### config.mk
export PLATFORM = sky130hd
export DESIGN_NAME = fetch_stage
export DESIGN_NICKNAME = d
export VERILOG_FILES = /design/src/rtl/fetch_stage.sv
export SDC_FILE = /design/constraint.sdc
export NUM_CORES = 1
export LEC_CHECK = 0
export CAP_MARGIN = 40
export CORE_ASPECT_RATIO = 1.75
export CORE_MARGIN = 4
export CORE_UTILIZATION = 46
export CTS_CLUSTER_SIZE = 25
export DETAILED_ROUTE_END_ITERATION = 10
export PLACE_DENSITY = 0.9
export SLEW_MARGIN = 30
export SYNTH_ARGS = -nofsm -noshare
export SYNTH_HDL_FRONTEND = slang
export SYNTH_SLANG_ARGS = --single-unit
### constraint.sdc
create_clock -name clk -period 4.4 [get_ports clk]
set_clock_uncertainty 0.05 [all_clocks]
set_input_delay 0.44 -clock clk [delete_from_list [all_inputs] [get_ports clk]]
set_output_delay 0.44 -clock clk [all_outputs]
set_load 0.05 [all_outputs]
### src/rtl/fetch_stage.sv
// ----------------------------------------------------------------------------
// fetch_stage
// Instruction fetch stage: owns the program counter and the IF/ID pipeline
// register. Handles sequential fetch, hazard stalls, late branch redirects
// and ID-stage jump redirects, injecting a NOP bubble on every redirect.
//
// Parameters
//   RESET_PC        PC loaded on reset
//   NOP_WORD        instruction word placed in IF/ID on reset or flush
//
// Ports
//   clk             clock, all state updates on rising edge
//   rst             synchronous active-high reset
//   pc              current fetch byte address (to instruction memory)
//   command         instruction word returned by memory for pc
//   stall           hazard hold: freeze pc and IF/ID
//   branch_taken    resolved taken branch: redirect and flush
//   branch_target   branch destination byte address
//   jump            jump decoded in ID: redirect and flush
//   jump_index      jump instruction bits [25:0]
//   if_id_instr     registered instruction for decode
//   if_id_pc_plus4  registered pc+4 of that instruction
//   if_id_valid     1 = real instruction, 0 = bubble
//
// Optional feature (macro FETCH_PERF_CNT_EN)
//   fetch_count     number of normal fetch edges (wraps)
//   stall_count     number of stall edges without branch_taken (wraps)
// ----------------------------------------------------------------------------
module fetch_stage #(
    parameter logic [31:0] RESET_PC = 32'h00000000,
    parameter logic [31:0] NOP_WORD = 32'hFC000000
) (
    input  logic        clk,
    input  logic        rst,
    output logic [31:0] pc,
    input  logic [31:0] command,
    input  logic        stall,
    input  logic        branch_taken,
    input  logic [31:0] branch_target,
    input  logic        jump,
    input  logic [25:0] jump_index,
    output logic [31:0] if_id_instr,
    output logic [31:0] if_id_pc_plus4,
    output logic        if_id_valid
`ifdef FETCH_PERF_CNT_EN
    ,
    output logic [31:0] fetch_count,
    output logic [31:0] stall_count
`endif
);

    localparam int unsigned XLEN = 32;

    logic [XLEN-1:0] pc_plus4;
    logic [XLEN-1:0] branch_aligned;
    logic [XLEN-1:0] jump_target;

    // Sequential address and redirect targets; both targets are word aligned.
    always_comb begin
        pc_plus4       = pc + XLEN'(4);
        branch_aligned = branch_target & ~XLEN'(3);
        jump_target    = {if_id_pc_plus4[31:28], jump_index, 2'b00};
    end

    // PC and IF/ID register: rst > branch_taken > stall > jump > normal.
    always_ff @(posedge clk) begin
        if (rst) begin
            pc             <= RESET_PC;
            if_id_instr    <= NOP_WORD;
            if_id_pc_plus4 <= '0;
            if_id_valid    <= 1'b0;
        end else if (branch_taken) begin
            pc             <= branch_aligned;
            if_id_instr    <= NOP_WORD;
            if_id_pc_plus4 <= '0;
            if_id_valid    <= 1'b0;
        end else if (stall) begin
            // Hold everything; a pending jump is re-presented by ID later.
            pc             <= pc;
            if_id_instr    <= if_id_instr;
            if_id_pc_plus4 <= if_id_pc_plus4;
            if_id_valid    <= if_id_valid;
        end else if (jump) begin
            pc             <= jump_target;
            if_id_instr    <= NOP_WORD;
            if_id_pc_plus4 <= '0;
            if_id_valid    <= 1'b0;
        end else begin
            pc             <= pc_plus4;
            if_id_instr    <= command;
            if_id_pc_plus4 <= pc_plus4;
            if_id_valid    <= 1'b1;
        end
    end

`ifdef FETCH_PERF_CNT_EN
    // Performance counters: normal fetch edges and stall edges.
    always_ff @(posedge clk) begin
        if (rst) begin
            fetch_count <= '0;
            stall_count <= '0;
        end else if (!branch_taken) begin
            if (stall) begin
                stall_count <= stall_count + XLEN'(1);
            end else if (!jump) begin
                fetch_count <= fetch_count + XLEN'(1);
            end
        end
    end
`endif

endmodule

**Yosys cells after proc, flatten, opt, wreduce, memory -nomap -nowiden**

Cells that the tools add are included.

- Equal/unequal tests: 1
- Multiplexer cells: 6
- Reduce and logical (&&, ||, !) cells: 1
- Add/subtract/negate cells: 1

Operators with widths:

| cell | number |
|---|---|
| 32-bit two-way mux | 5 |
| 32-bit by 3-bit adder with 32-bit output, second input constant | 1 |
| 2-bit by 1-bit != test with 1-bit output, second input constant | 1 |
| 2-bit OR reduction | 1 |
| 1-bit two-way mux | 1 |

- Logic and storage cells: 14
- Output and inout bits: 97
- Register bits after elaboration: 97
- Bits of input ports: 95

**Depth between registers and ports, before layout**

- Depth in word-level cells: 4
- Gate-level depth with buffers: 7
- Mapped depth without buffers: 6

**Worst setup path before layout**

Ideal clock, no wire load.

- Kind: reg2reg
- Start point: register pc[2]
- End point: register pc[26]
- Setup time: 135 ps
- Data arrival time: 2444 ps
- Buffers on the path: 1
- Setup slack: 1770 ps
- Period minus slack after synthesis: 2630 ps
- Required time: 4215 ps
- Stages on the path, launching flop included: 8
- Cells stage by stage: dfxtp_1 ha_1 nand4_2 or4_1 buf_6 o31a_1 o21ai_1 a211oi_2

- Word-level cells in the longest chain between the ends: 4

Ends and longest elaborated chain:

| element | RTL line | text |
|---|---|---|
| from (decl) | 35 | `output logic [31:0] pc,` |
| from (signal assigned) | 73 | `pc <= branch_aligned;` |
| from (signal assigned) | 79 | `pc <= pc;` |
| from (signal assigned) | 84 | `pc <= jump_target;` |
| 32-bit by 3-bit adder with 32-bit output | 60 | `pc_plus4 = pc + XLEN'(4);` |
| 32-bit two-way mux | 83 | `end else if (jump) begin` |
| 32-bit two-way mux | 77 | `end else if (stall) begin` |
| 32-bit two-way mux | 72 | `end else if (branch_taken) begin` |

No other way between the ends. The select of a mux whose other input is x is not followed.
A chain may end at the register's enable or synchronous reset.

**Final worst setup path**

- Start point: register pc[2]
- End point: register if_id_pc_plus4[26]

- Word-level cells in the longest chain between the ends: 2

Ends and longest elaborated chain:

| element | RTL line | text |
|---|---|---|
| 32-bit by 3-bit adder with 32-bit output | 60 |  |
| 32-bit two-way mux | 83 |  |
| to (signal assigned) | 81 | `if_id_pc_plus4 <= if_id_pc_plus4;` |
| to (signal assigned) | 91 | `if_id_pc_plus4 <= pc_plus4;` |
| to (decl) | 43 | `output logic [31:0] if_id_pc_plus4,` |

No other way between the ends.

==> flow_metrics.env <==
export IMPL_cts_tree="done"
export IMPL_finalSetupViolCount=0
export IMPL_gp_congestion=0.894
export IMPL_num_vias=4724
export IMPL_numPlacedInstances=803
export IMPL_slew_headroom_pct=45.1
export IMPL_grt_pass1_vias=4678
export IMPL_die_width_um=81.7
export IMPL_postCtsHoldBufs=0
export IMPL_mostFrequentLayoutCells="187 x clkdlybuf4s50_1, 95 x dfxtp_1, 69 x nor2_1"
export IMPL_cts_resized_gates=0
export IMPL_crit_type="register to register"
export IMPL_hold_viol=0
export IMPL_tritoncts_num_sinks=95
export IMPL_synth_distinct_cells=53
export IMPL_synth_ff_type="dfxtp_1"
export IMPL_fin_cells=819
export IMPL_max_cap_viol_count=0
export IMPL_wl_per_cell_um=18.0
export IMPL_nets=790
export IMPL_ys_warn_count=0
export IMPL_io_pins=192
export IMPL_finalSetupTns_ns=0
export IMPL_power_density_mw_per_mm2=311
export IMPL_end_kind="register"
export IMPL_initial_core_util_pct=47.8
export IMPL_whs_ns=0.405
export IMPL_netlist_instances=525
export IMPL_num_antenna_cells=0
export IMPL_syn_nets=621
export IMPL_holdPathStages=2
export IMPL_rsz0062_at_grt="false"
export IMPL_drt_iter0_drc=285
export IMPL_final_common_cell="clkdlybuf4s50_1"
export IMPL_worst_ep_arrival_time_ns=2.86
export IMPL_postSynth_asyncResetShare_pct=0
export IMPL_hp_start="if_id_pc_plus4[19]$_SDFFE_PP0N_"
export IMPL_outcome="complete, no violations"
export IMPL_fp_dieH_um=137
export IMPL_io_buffers=189
export IMPL_cp_start_kind="register"
export IMPL_synth_seq_area_share_pct=43.5
export IMPL_die_area_sq_mm=0.0112
export IMPL_core_sq_mm=0.00915
export IMPL_syn2layout_area_growth_pct=50.9
export IMPL_hpwl_um=10800
export IMPL_slew_violations=0
export IMPL_rows=46
export IMPL_avgSynthCellArea_sq_um=8.33
export IMPL_r2r_start="pc[2]$_SDFFE_PP0P_"
export IMPL_reg2reg_depth=6
export IMPL_p_total_mw=2.05
export IMPL_reg2reg_to="if_id_pc_plus4[26]$_SDFFE_PP0N_"
export IMPL_max_freq_ghz=0.372
export IMPL_antenna_found_initial=0
export IMPL_totalWireLength_um=14700
export IMPL_clk_latency_ns=0.35
export IMPL_required_ns=4.57
export IMPL_clk_pin_slew_ns=0.07
export IMPL_min_period_ns=2.69
export IMPL_grt_total_usage_pct=26.0
export IMPL_root_buffer="clkbuf_16"
export IMPL_grt_ovfl_total=0
export IMPL_drtAntennaViolNets=0
export IMPL_cts_htree_levels=3
export IMPL_cts_setup_buffers=0
export IMPL_min_path_type="register to register"
export IMPL_numCtsBuffers=9
export IMPL_clock_path_buffers=2
export IMPL_r2r_slack_ns=1.71
export IMPL_synth_seq_cells=95
export IMPL_grt_max_degree=58
export IMPL_via_per_inst=5.77
export IMPL_fillCellCount=677
export IMPL_holdPathEnd="if_id_pc_plus4[19]$_SDFFE_PP0N_"
export IMPL_crit_fanout=8
export IMPL_fin_crit_sh_pct=61.1
export IMPL_vdd_drop_max_v=0.000218
export IMPL_syn_area_sq_mm=0.00437
export IMPL_drt_pass1_iterations=4
export IMPL_grt_pass1_wl_um=22500
export IMPL_tightest_slew_ns=0.817
export IMPL_drc=0
export IMPL_synth_edf_count=0
export IMPL_leakage_nw=2.34
export IMPL_drive_gt1_share_pct=6.87
## worst max-delay path by stage
stage	cells past startpoint	startpoint	to
final	6	pc[2]$_SDFFE_PP0P_	if_id_pc_plus4[26]$_SDFFE_PP0N_
after global routing	6	pc[2]$_SDFFE_PP0P_	pc[20]$_SDFFE_PP0P_
after CTS	6	pc[2]$_SDFFE_PP0P_	if_id_pc_plus4[26]$_SDFFE_PP0N_
after detailed placement	6	pc[2]$_SDFFE_PP0P_	if_id_pc_plus4[26]$_SDFFE_PP0N_
after global placement	7	jump	pc[13]$_SDFFE_PP0P_
after floorplan	7	pc[2]$_SDFFE_PP0P_	pc[26]$_SDFFE_PP0P_
## critical path, cell delays in order, from the launching register on
cell and delay, ns:
dfxtp_1 0.52, ha_1 0.35, nand4_2 0.21, or4_1 0.78, o31a_1 0.38, nor2_1 0.17
o21ai_0 0.09
## kinds of logic (layout without fill, tap and decap cells)
| logic type | count (synthesis) | after routing | synth area share [%] |
|---|---|---|---|
| DFF | 95 | 95 | 43.5 |
| muxes | 5 | 5 | 1.14 |
| adders and majority gates | 1 | 1 | 0.286 |
| xor gates and xnor gates | 22 | 22 | 4.40 |
| and+or+nand+nor | 184 | 184 | 20.9 |
| buffers and inverters | 55 | 229 | 5.15 |
| AOI/OAI and AO/OA | 163 | 163 | 24.6 |
## synthesized netlist by cell type, types with 3 or more instances
library cell	instances	area share (%)
buf_2	3	0.34
a31oi_1	4	0.57
buf_1	8	0.69
mux2i_1	5	1.1
nand2_1	50	4.3
nor2_1	70	6.0
and4_1	3	0.60
a222oi_1	3	0.69
nand4_1	7	1.0
dfxtp_1	95	43
o22ai_1	17	2.4
nor4_4	3	1.5
o21ai_0	27	3.1
a221oi_1	4	0.80
nor4_1	5	0.72
a21oi_1	37	4.2
nor3_1	6	0.69
xor2_1	10	2.0
xnor2_1	12	2.4
a22oi_1	42	7.2
inv_1	12	1.0
o21ai_1	4	0.46
a211oi_1	4	0.69
a21o_1	5	0.86
nand3_1	16	1.8
or2_2	4	0.57
clkbuf_1	28	2.4
and3_1	7	1.0
## layer usage
metal,vias up,track usage (%),routed length (um)
li1,2239,-,-
met1,2214,26.6,5020
met2,234,49.1,7990
met3,37,5.20,1280
met4,0,11.7,462
met5,-,0,0
## area by class of cell
type	instances	area [sq um]	area share, %
multi-input combinational	375	2260	34.2
timing repair buffer	200	1960	29.7
sequential	95	1900	28.8
clock buffer	11	243	3.68
tap	120	150	2.28
inverter	13	48.8	0.739
clock inverter	5	33.8	0.512
## sequential cells by signal (all words and copies together), names as in the netlist
signal / count
if_id_pc_plus4: 31
if_id_valid: 1
pc: 31
if_id_instr: 32
## per-stage QoR
step | utilization [%] | area (sq um) | setup WS (ns)
floorplan | - | 4370 | 1.77
global placement | 69.0 | 6310 | 1.74
detailed placement | 69.1 | 6320 | 1.74
CTS | 72.1 | 6600 | 1.73
global route | 72.1 | 6600 | 1.58
finish | 72.1 | 6600 | 1.71
## power by group
| group | total (mW) | switching, mW | leakage (nW) | internal [mW] |
|---|---|---|---|---|
| clock network | 0.733 | 0.335 | 0.132 | 0.398 |
| registers | 0.927 | 0.0392 | 0.774 | 0.888 |
| logic | 0.392 | 0.221 | 1.44 | 0.171 |
Note: power is estimated with default switching activity, not from simulation.
